==> config.mk <==
export PLATFORM = sky130hd
export DESIGN_NAME = symbol_sequence_gen
export DESIGN_NICKNAME = d
export VERILOG_FILES = /design/src/rtl/symbol_sequence_gen.sv
export SDC_FILE = /design/constraint.sdc
export NUM_CORES = 1
export LEC_CHECK = 0
export CORE_MARGIN = 2
export CORE_UTILIZATION = 54
export CTS_CLUSTER_DIAMETER = 120
export CTS_CLUSTER_SIZE = 8
export DETAILED_ROUTE_END_ITERATION = 6
export PLACE_DENSITY = 0.84
export SLEW_MARGIN = 20
export SYNTH_ARGS = -nofsm -noshare
export SYNTH_HDL_FRONTEND = slang
export SYNTH_SLANG_ARGS = --single-unit
export TNS_END_PERCENT = 50
==> constraint.sdc <==
create_clock -name clk -period 4.1 [get_ports clk]
set_input_delay 0.82 -clock clk [delete_from_list [all_inputs] [get_ports clk]]
set_output_delay 0.82 -clock clk [all_outputs]
set_load 0.05 [all_outputs]
==> src/rtl/symbol_sequence_gen.sv <==
// Symbol sequence generator: plays one of four fixed 7-bit symbol programs
// toward the symbol recognizer, with optional idle gaps and valid/ready stalls.
module symbol_sequence_gen #(
    parameter int GAP  = 2,
    parameter int GAPW = 4
) (
    input  logic       clk,
    input  logic       reset,
    input  logic       start,
    input  logic [1:0] mode,
    input  logic       sym_ready,
    output logic [6:0] sym,
    output logic       sym_valid,
    output logic       busy,
    output logic       done,
    output logic [2:0] seq_idx,
    output logic [3:0] expect_state
);

    typedef enum logic [1:0] {
        ST_IDLE,
        ST_SEND,
        ST_GAP,
        ST_DONE
    } state_t;

    localparam logic [6:0] S1 = 7'b1011000;
    localparam logic [6:0] S2 = 7'b1101011;
    localparam logic [6:0] S3 = 7'b1001111;
    localparam logic [6:0] S4 = 7'b0101000;
    localparam logic [6:0] S5 = 7'b0001100;
    localparam logic [6:0] T6 = 7'b0110010;
    localparam logic [6:0] T7 = 7'b0010110;
    localparam logic [6:0] T8 = 7'b0100011;

    // Counter reload value for a gap; only meaningful when GAP > 0.
    localparam logic [GAPW-1:0] GAP_LOAD = (GAP > 0) ? GAPW'(GAP - 1) : '0;

    state_t          r_state;
    state_t          w_next_state;
    logic [1:0]      r_mode;
    logic [1:0]      w_next_mode;
    logic [2:0]      r_idx;
    logic [2:0]      w_next_idx;
    logic [GAPW-1:0] r_gap;
    logic [GAPW-1:0] w_next_gap;
    logic [3:0]      r_expect;
    logic [3:0]      w_next_expect;

    logic [6:0]      w_code;
    logic [2:0]      w_len;
    logic [3:0]      w_prog_expect;
    logic            w_last;

    // Program ROM indexed by latched mode and position within the program.
    always_comb begin
        w_code = 7'b0;
        case ({r_mode, r_idx})
            5'b00_000: w_code = S1;
            5'b00_001: w_code = S2;
            5'b00_010: w_code = S3;
            5'b00_011: w_code = T6;
            5'b01_000: w_code = S3;
            5'b01_001: w_code = S4;
            5'b01_010: w_code = S5;
            5'b01_011: w_code = T8;
            5'b10_000: w_code = S1;
            5'b10_001: w_code = T7;
            5'b11_000: w_code = S1;
            5'b11_001: w_code = S2;
            5'b11_010: w_code = S3;
            5'b11_011: w_code = S4;
            5'b11_100: w_code = S5;
            5'b11_101: w_code = T8;
            default:   w_code = 7'b0;
        endcase
    end

    always_comb begin
        w_len         = 3'd4;
        w_prog_expect = 4'b1001;
        case (r_mode)
            2'd0: begin w_len = 3'd4; w_prog_expect = 4'b1001; end
            2'd1: begin w_len = 3'd4; w_prog_expect = 4'b1010; end
            2'd2: begin w_len = 3'd2; w_prog_expect = 4'b1000; end
            2'd3: begin w_len = 3'd6; w_prog_expect = 4'b1010; end
            default: begin w_len = 3'd4; w_prog_expect = 4'b1001; end
        endcase
    end

    assign w_last = (r_idx == (w_len - 3'd1));

    always_ff @(posedge clk) begin
        if (reset) begin
            r_state  <= ST_IDLE;
            r_mode   <= 2'd0;
            r_idx    <= 3'd0;
            r_gap    <= '0;
            r_expect <= 4'd0;
        end else begin
            r_state  <= w_next_state;
            r_mode   <= w_next_mode;
            r_idx    <= w_next_idx;
            r_gap    <= w_next_gap;
            r_expect <= w_next_expect;
        end
    end

    // A stalled SEND (sym_ready low) holds every register, freezing index and gap count.
    always_comb begin
        w_next_state  = r_state;
        w_next_mode   = r_mode;
        w_next_idx    = r_idx;
        w_next_gap    = r_gap;
        w_next_expect = r_expect;
        case (r_state)
            ST_IDLE: begin
                if (start) begin
                    w_next_mode  = mode;
                    w_next_idx   = 3'd0;
                    w_next_state = ST_SEND;
                end
            end
            ST_SEND: begin
                if (sym_ready) begin
                    if (w_last) begin
                        w_next_state  = ST_DONE;
                        w_next_expect = w_prog_expect;
                    end else if (GAP == 0) begin
                        w_next_idx = r_idx + 3'd1;
                    end else begin
                        w_next_state = ST_GAP;
                        w_next_gap   = GAP_LOAD;
                    end
                end
            end
            ST_GAP: begin
                if (r_gap == '0) begin
                    w_next_state = ST_SEND;
                    w_next_idx   = r_idx + 3'd1;
                end else begin
                    w_next_gap = r_gap - GAPW'(1);
                end
            end
            ST_DONE: begin
                w_next_state = ST_IDLE;
            end
            default: begin
                w_next_state = ST_IDLE;
            end
        endcase
    end

    assign sym_valid    = (r_state == ST_SEND);
    assign sym          = sym_valid ? w_code : 7'b0;
    assign busy         = (r_state == ST_SEND) || (r_state == ST_GAP);
    assign done         = (r_state == ST_DONE);
    assign seq_idx      = r_idx;
    assign expect_state = r_expect;

endmodule

# Word level (Yosys, flattened, before mapping)
# Memories as Yosys holds them, arrays and structs flattened.
# Cells that the tools add are included.
# op_classes
n_addsub	3
eq_ne	12
n_mux	15
n_reduce_logical	13
# ops
cell	n
$mux W4	3
$pmux W4 S3	1
$ne A2 B2 Y1 const B	5
$pmux W3 S3	1
$reduce_and A3 Y1	3
$eq A2 B2 Y1 const B	4
$pmux W2 S4	1
$pmux W4 S2	1
$mux W7	1
$mux W2	3
$mux W3	2
$pmux W3 S2	1
$eq A2 B1 Y1 const B	2
$logic_not A2 Y1	2
$logic_not A4 Y1	1
$reduce_and A4 Y1	1
$reduce_bool A2 Y1	2
$reduce_or A2 Y1	2
$sub A4 B1 Y4 const B	1
$add A3 B1 Y3 const B	1
$eq A3 B3 Y1	1
$sub A3 B1 Y3 const B	1
$reduce_and A2 Y1	1
$logic_or A1 B1 Y1	1
$mux W1	1
# totals
reg_bits	15
rom_bits	224
n_memories	1
# mem_list
name	depth	width	rd	rd_ports_with_merged_regs	write_ports	line	text
(no name shown)	32	7	1	0	0	58	case ({r_mode, r_idx})

# Logic depth before layout (Yosys ltp)
# Gate-level depths: netlist (run 1).
# logic_depth
depth_word	8
ltp_mapped	7
mapped_depth_nobuf	6

# Least setup slack after synthesis (run 1)
# No wires, ideal clock.
# synth_timing
path_kind	reg2out
startpoint	register r_idx[0] (netlist: seq_idx[0])
endpoint	output port sym[1]
arrival_ns	2.735
required_ns	3.280
slack_ns	0.545
stages_incl_launch_ff	7
path_buffers	0
cell_sequence	dfxtp_1 inv_1 ha_1 mux2i_1 nand2_1 o211ai_1 a21boi_0
# synth_between
elab_chain_cells	2
# synth_lines
element	line	text
start, declared	43	logic [2:0] r_idx;
start signal, assigned	103	r_idx <= w_next_idx;
$mem_v2 Z32 W7	--	
$mux W7	155	assign sym = sym_valid ? w_code : 7'b0;
end, declared	12	output logic [6:0] sym,
# No other way between the ends.

# Final worst setup path (run 1)
# layout_timing
startpoint	register r_idx[0] (netlist: seq_idx[0])
endpoint	output port sym[0]
# The elaborated chain is that of the path after synthesis.

==> impl_metrics.json, run 1 <==
{
  "whs_ps": 471,
  "cts_hold_buffers": 0,
  "antenna_found_initial": 0,
  "worstSetupStartpoint": "seq_idx[0]",
  "ys_types": 42,
  "synthFlopType": "dfxtp_1",
  "initial_utilization_pct": 57.1,
  "fmax_ghz": 0.286,
  "drive_gt1_share_pct": 6.37,
  "avgSynthCellArea_sq_um": 7.92,
  "synth_nets": 157,
  "slew_violations": 0,
  "final_cell_mix": "clkdlybuf4s50_1, dfxtp_1, inv_1, nand2_1, ha_1",
  "clkLatencyLatePin_ps": 280,
  "n_antenna_cell": 0,
  "cts_setup_buffers": 0,
  "drt_iter0_markers": 22,
  "stdcell_count": 184,
  "cts_tree": "yes",
  "synth_edf_count": 0,
  "grt_pass1_vias": 1042,
  "nets": 175,
  "cap_viol_max_count": 0,
  "min_period_over_period_pct": 85.3,
  "ys_warn_count": 0,
  "io_buffers": 21,
  "worst-r2r-setup-slack_ps": 2190,
  "via_count": 1071,
  "max_slew_margin_pct": 56.4,
  "place_congestion": 0.800,
  "hold_class": "flop to flop",
  "hold_viol_final": 0,
  "peakVddDrop_mv": 0.237,
  "cts_sinks": 14,
  "rr_startpoint": "r_state[1]",
  "syn_to_final_growth_pct": 21.8,
  "worstHoldStart": "expect_state[3]",
  "status": "finished clean",
  "gr-usage-all-layers_pct": 22.7,
  "syn_area_sq_mm": 0.00111,
  "drt-total-wl_mm": 2.45,
  "clock_path_buffers": 2,
  "rows": 16,
  "clkTransAtPathRegs_ps": 90,
  "ant_nets": 0,
  "remaining_drc_errors": 0,
  "routedWlPerCell_um": 13.3,
  "cts_buffers": 3,
  "ios": 23,
  "synthCells": 140,
  "ys_ff_latch": 14,
  "crit_fanout": 8,
  "die_h_um": 49.3,
  "setup_viol": 0,
  "grt_max_degree": 18,
  "nFillCells": 161,
  "fp.coreArea_sq_mm": 0.00194,
  "die_x_um": 49.3,
  "critical_path_arrival_ps": 2680,
  "hpwl_mm": 1.87,
  "ys_seq_area_share_pct": 25.3,
  "start_kind": "flop",
  "clockRootBuffer": "clkbuf_4",
  "grt-ovfl-total": 0,
  "dieArea_sq_mm": 0.00243,
  "powerDensity_mw_per_mm2": 346,
  "required_ps": 3280,
  "endpoint_kind": "output pin",
  "clock_skew_ps": 8.69,
  "rsz0062_at_grt": "no",
  "min_period_ps": 3500,
  "htree_levels": 1,
  "dp_cells": 180,
  "viasPerCell": 5.82,
  "grt_pass1_wl_mm": 4.37,
  "tightest_slew_ps": 652,
  "synth_async_sr_flop_share_pct": 0,
  "drtPass1Iterations": 4,
  "timing.setup.tns_ps": 0,
  "leakage_nw": 0.473,
  "worstSetupPathType": "flop to output pin",
  "cts_resized": 0,
  "final_common_cell": "clkdlybuf4s50_1"
}
==> cell usage after synthesis, types with 3 or more instances <==
master,n,share of area [%]
dfxtp_1,14,25
ha_1,11,12
inv_1,11,3.7
nand2_1,11,3.7
a21oi_1,9,4.1
o21ai_0,8,3.6
nor2_1,6,2.0
clkbuf_1,5,1.7
nand3_1,5,2.3
nor3_1,5,2.3
mux2i_1,4,3.6
nor2b_1,4,2.3
nor3b_1,4,2.7
a21boi_0,3,2.0
a32oi_1,3,2.4
nand2b_1,3,1.7
o211ai_1,3,2.0
o311ai_0,3,2.4
==> cells by family (layout without fill, tap and decap cells) <==
kind of cell | count (synthesis) | after routing | share of synthesized area [%]
simple gates | 49 | 49 | 23.9
compound gates | 38 | 38 | 23.1
buf+inv | 19 | 36 | 7.22
flops | 14 | 14 | 25.3
fa+ha+maj | 11 | 11 | 12.4
mux | 5 | 5 | 4.63
xor+xnor | 3 | 3 | 3.05
other cells | 1 | 1 | 0.338
==> where the power goes <==
group	leakage, nW	internal (W)	switching, W	total, W
Clock	0.0210	0.0000540	0.0000440	0.0000980
Sequential	0.114	0.000145	0.0000168	0.000161
Combinational	0.338	0.0000774	0.000131	0.000208
==> area by class of cell <==
class | instances | area (sq um) | area share [%]
sequential | 14 | 280 | 20.8
clock buffer | 4 | 36.3 | 2.69
inverter | 11 | 41.3 | 3.06
multi-input combinational | 107 | 748 | 55.4
tap | 27 | 33.8 | 2.50
timing repair buffer | 21 | 210 | 15.6
==> worst paths after layout <==
path,end,depth (start not counted)
max,sym[0],7
min,expect_state[3],1
max reg2reg,r_gap[1],6
min reg2reg,expect_state[3],1
==> registers in the layout, indices dropped and copies added, names as in the netlist <==
| signal | flops |
|---|---|
| r_gap | 4 |
| expect_state | 3 |
| seq_idx | 3 |
| r_mode | 2 |
| r_state | 2 |
==> per-stage QoR <==
| step | setup slack (ps) | utilization (%) | total power (W) | cell area (sq um) |
|---|---|---|---|---|
| after floorplan | 545 | - | 0.000319 | 1110 |
| after global placement | 993 | 67.7 | 0.000367 | 1310 |
| after detailed placement | 895 | 67.7 | 0.000372 | 1310 |
| after CTS | 583 | 69.5 | 0.000470 | 1350 |
| after global routing | 368 | 69.5 | 0.000500 | 1350 |
| final | 602 | 69.5 | 0.000468 | 1350 |
==> worst max-delay path, stage by stage, from the launching register on <==
cell	delay [ps]
dfxtp_1	460
inv_1	170
ha_1	410
xor2_1	160
o21ai_0	190
a32oi_1	70
nor2b_1	130
clkdlybuf4s50_1	800
==> layer usage <==
metal | up-vias | wire [um] | GRT usage (%)
met1 | 478 | 1080 | 25.0
li1 | 534 | - | -
met4 | 0 | 71 | 11.0
met5 | - | 0 | 0
met3 | 14 | 124 | 3.68
met2 | 45 | 1170 | 41.7
(Power assumes the default switching activity.)
==> run 2: changes to the inputs <==
--- a/config.mk
+++ b/config.mk
@@ -7,10 +7,12 @@
 export LEC_CHECK = 0
 export CORE_MARGIN = 2
 export CORE_UTILIZATION = 54
+export CTS_BUF_LIST = sky130_fd_sc_hd__clkbuf_16
 export CTS_CLUSTER_DIAMETER = 120
 export CTS_CLUSTER_SIZE = 8
 export DETAILED_ROUTE_END_ITERATION = 6
 export PLACE_DENSITY = 0.84
+export REMOVE_ABC_BUFFERS = 1
 export SLEW_MARGIN = 20
 export SYNTH_ARGS = -nofsm -noshare
 export SYNTH_HDL_FRONTEND = slang
==> run 2 against run 1 <==
Against the previous run:
- clock power up 86%
- sequential share of layout area down 0.63 points
- critical path depth down 1
- setup slack better by 60 ps
- register-to-register slack worse by 70 ps
- die area unchanged
- routed wire length up 8.8%
- maximum frequency up 1.7%
- first-iteration DRC count up 50%
- sequential power about the same
- global-route usage down 0.18 points
- non-clock buffer count unchanged
==> impl_metrics.json, run 2 (synthesized netlist as in run 1, its figures left out) <==
{
  "status": "finished clean",
  "place_congestion": 0.821,
  "worstHoldStart": "expect_state[3]",
  "fp.coreArea_sq_mm": 0.00194,
  "tightest_slew_ps": 652,
  "slew_violations": 0,
  "clkLatencyLatePin_ps": 240,
  "stdcell_count": 184,
  "endpoint_kind": "output pin",
  "hold_viol_final": 0,
  "via_count": 1090,
  "dieArea_sq_mm": 0.00243,
  "max_slew_margin_pct": 56.5,
  "drtPass1Iterations": 4,
  "regMostFlops": "r_gap",
  "htree_levels": 1,
  "final_common_cell": "clkdlybuf4s50_1",
  "critical_path_arrival_ps": 2620,
  "timing.setup.tns_ps": 0,
  "regArea_sq_um": 280,
  "grt.met2_usage_pct": 43.9,
  "initial_utilization_pct": 57.1,
  "cts_tree": "yes",
  "met1_usage_pct": 23.2,
  "setup_viol": 0,
  "hpwl_mm": 1.97,
  "worstSetupStartpoint": "seq_idx[0]",
  "clock_skew_ps": 0.623,
  "required_ps": 3280,
  "die_x_um": 49.3,
  "leakage_nw": 0.491,
  "drt_iter0_markers": 33,
  "io_buffers": 21,
  "ant_nets": 0,
  "dp_cells": 180,
  "use_met3_pct": 4.29,
  "whs_ps": 461,
  "final_cell_mix": "clkdlybuf4s50_1, dfxtp_1, inv_1, nand2_1, ha_1",
  "rows": 16,
  "hold_class": "flop to flop",
  "cts_setup_buffers": 0,
  "powerDensity_mw_per_mm2": 400,
  "worstSetupPathType": "flop to output pin",
  "clkTransAtPathRegs_ps": 40,
  "min_period_over_period_pct": 83.9,
  "rsz0062_at_grt": "no",
  "drt-total-wl_mm": 2.66,
  "holdPathStages": 1,
  "n_antenna_cell": 0,
  "nFillCells": 170,
  "syn_to_final_growth_pct": 25.6,
  "nets": 175,
  "min_period_ps": 3440,
  "gr-usage-all-layers_pct": 22.5,
  "rr_startpoint": "r_state[1]",
  "antenna_found_initial": 0,
  "grt_max_degree": 18,
  "multi_input_area_sq_um": 748,
  "worst-r2r-setup-slack_ps": 2120,
  "grt_pass1_vias": 1017,
  "remaining_drc_errors": 0,
  "top_usage_layer": "met2",
  "grt_pass1_wl_mm": 4.33,
  "crit_fanout": 8,
  "cap_viol_max_count": 0,
  "start_kind": "flop",
  "viasPerCell": 5.92,
  "clockRootBuffer": "clkbuf_16",
  "cts_hold_buffers": 0,
  "reg2regPathDepth": 6,
  "cts_buffers": 3,
  "ios": 23,
  "die_h_um": 49.3,
  "routedWlPerCell_um": 14.5,
  "peakVddDrop_mv": 0.320,
  "fmax_ghz": 0.291,
  "drive_gt1_share_pct": 5.73,
  "grt-ovfl-total": 0,
  "largest_reg_flops": 4,
  "cts_resized": 0,
  "cts_sinks": 14,
  "clock_path_buffers": 2
}
run 2: layout make-up:
type	count	share of cell area, %
Tap cell	27	2.43
Sequential cell	14	20.1
Clock buffer	3	5.39
Clock inverter	1	0.270
Timing Repair Buffer	21	15.1
Multi-Input combinational cell	107	53.7
Inverter	11	2.96
run 2: path summary, 6_finish.rpt:
kind                                   endpoint
worst max-delay path                     sym[4]
worst min-delay path            expect_state[3]
worst max register to register  expect_state[0]
worst min register to register  expect_state[3]
run 2: report_power, final:
| part | internal, W | total, W | switching [W] |
|---|---|---|---|
| registers | 0.000145 | 0.000162 | 0.0000168 |
| logic | 0.0000778 | 0.000212 | 0.000134 |
| clock network | 0.000129 | 0.000182 | 0.0000537 |
run 2: worst max-delay path, cell delays in order, from the launching register on:
cell	delay, ps
dfxtp_1	450
inv_1	160
ha_1	410
nor3_1	180
a21oi_1	80
nor3b_1	250
clkdlybuf4s50_1	840
run 2: layer usage:
layer / vias up / share of wire (%)
met5: - / 0
met4: 0 / 1.3
met3: 5 / 5.1
met2: 34 / 53
met1: 517 / 41
li1: 534 / -
run 2: per-stage QoR:
step	util (%)	instance area, sq um	power, W	setup slack (ps)
final	71.7	1390	0.000557	662
after global routing	71.7	1390	0.000580	503
after CTS	71.7	1390	0.000556	680
after detailed placement	67.7	1310	0.000373	936
after global placement	67.7	1310	0.000365	1000
after floorplan	-	1070	0.000314	520
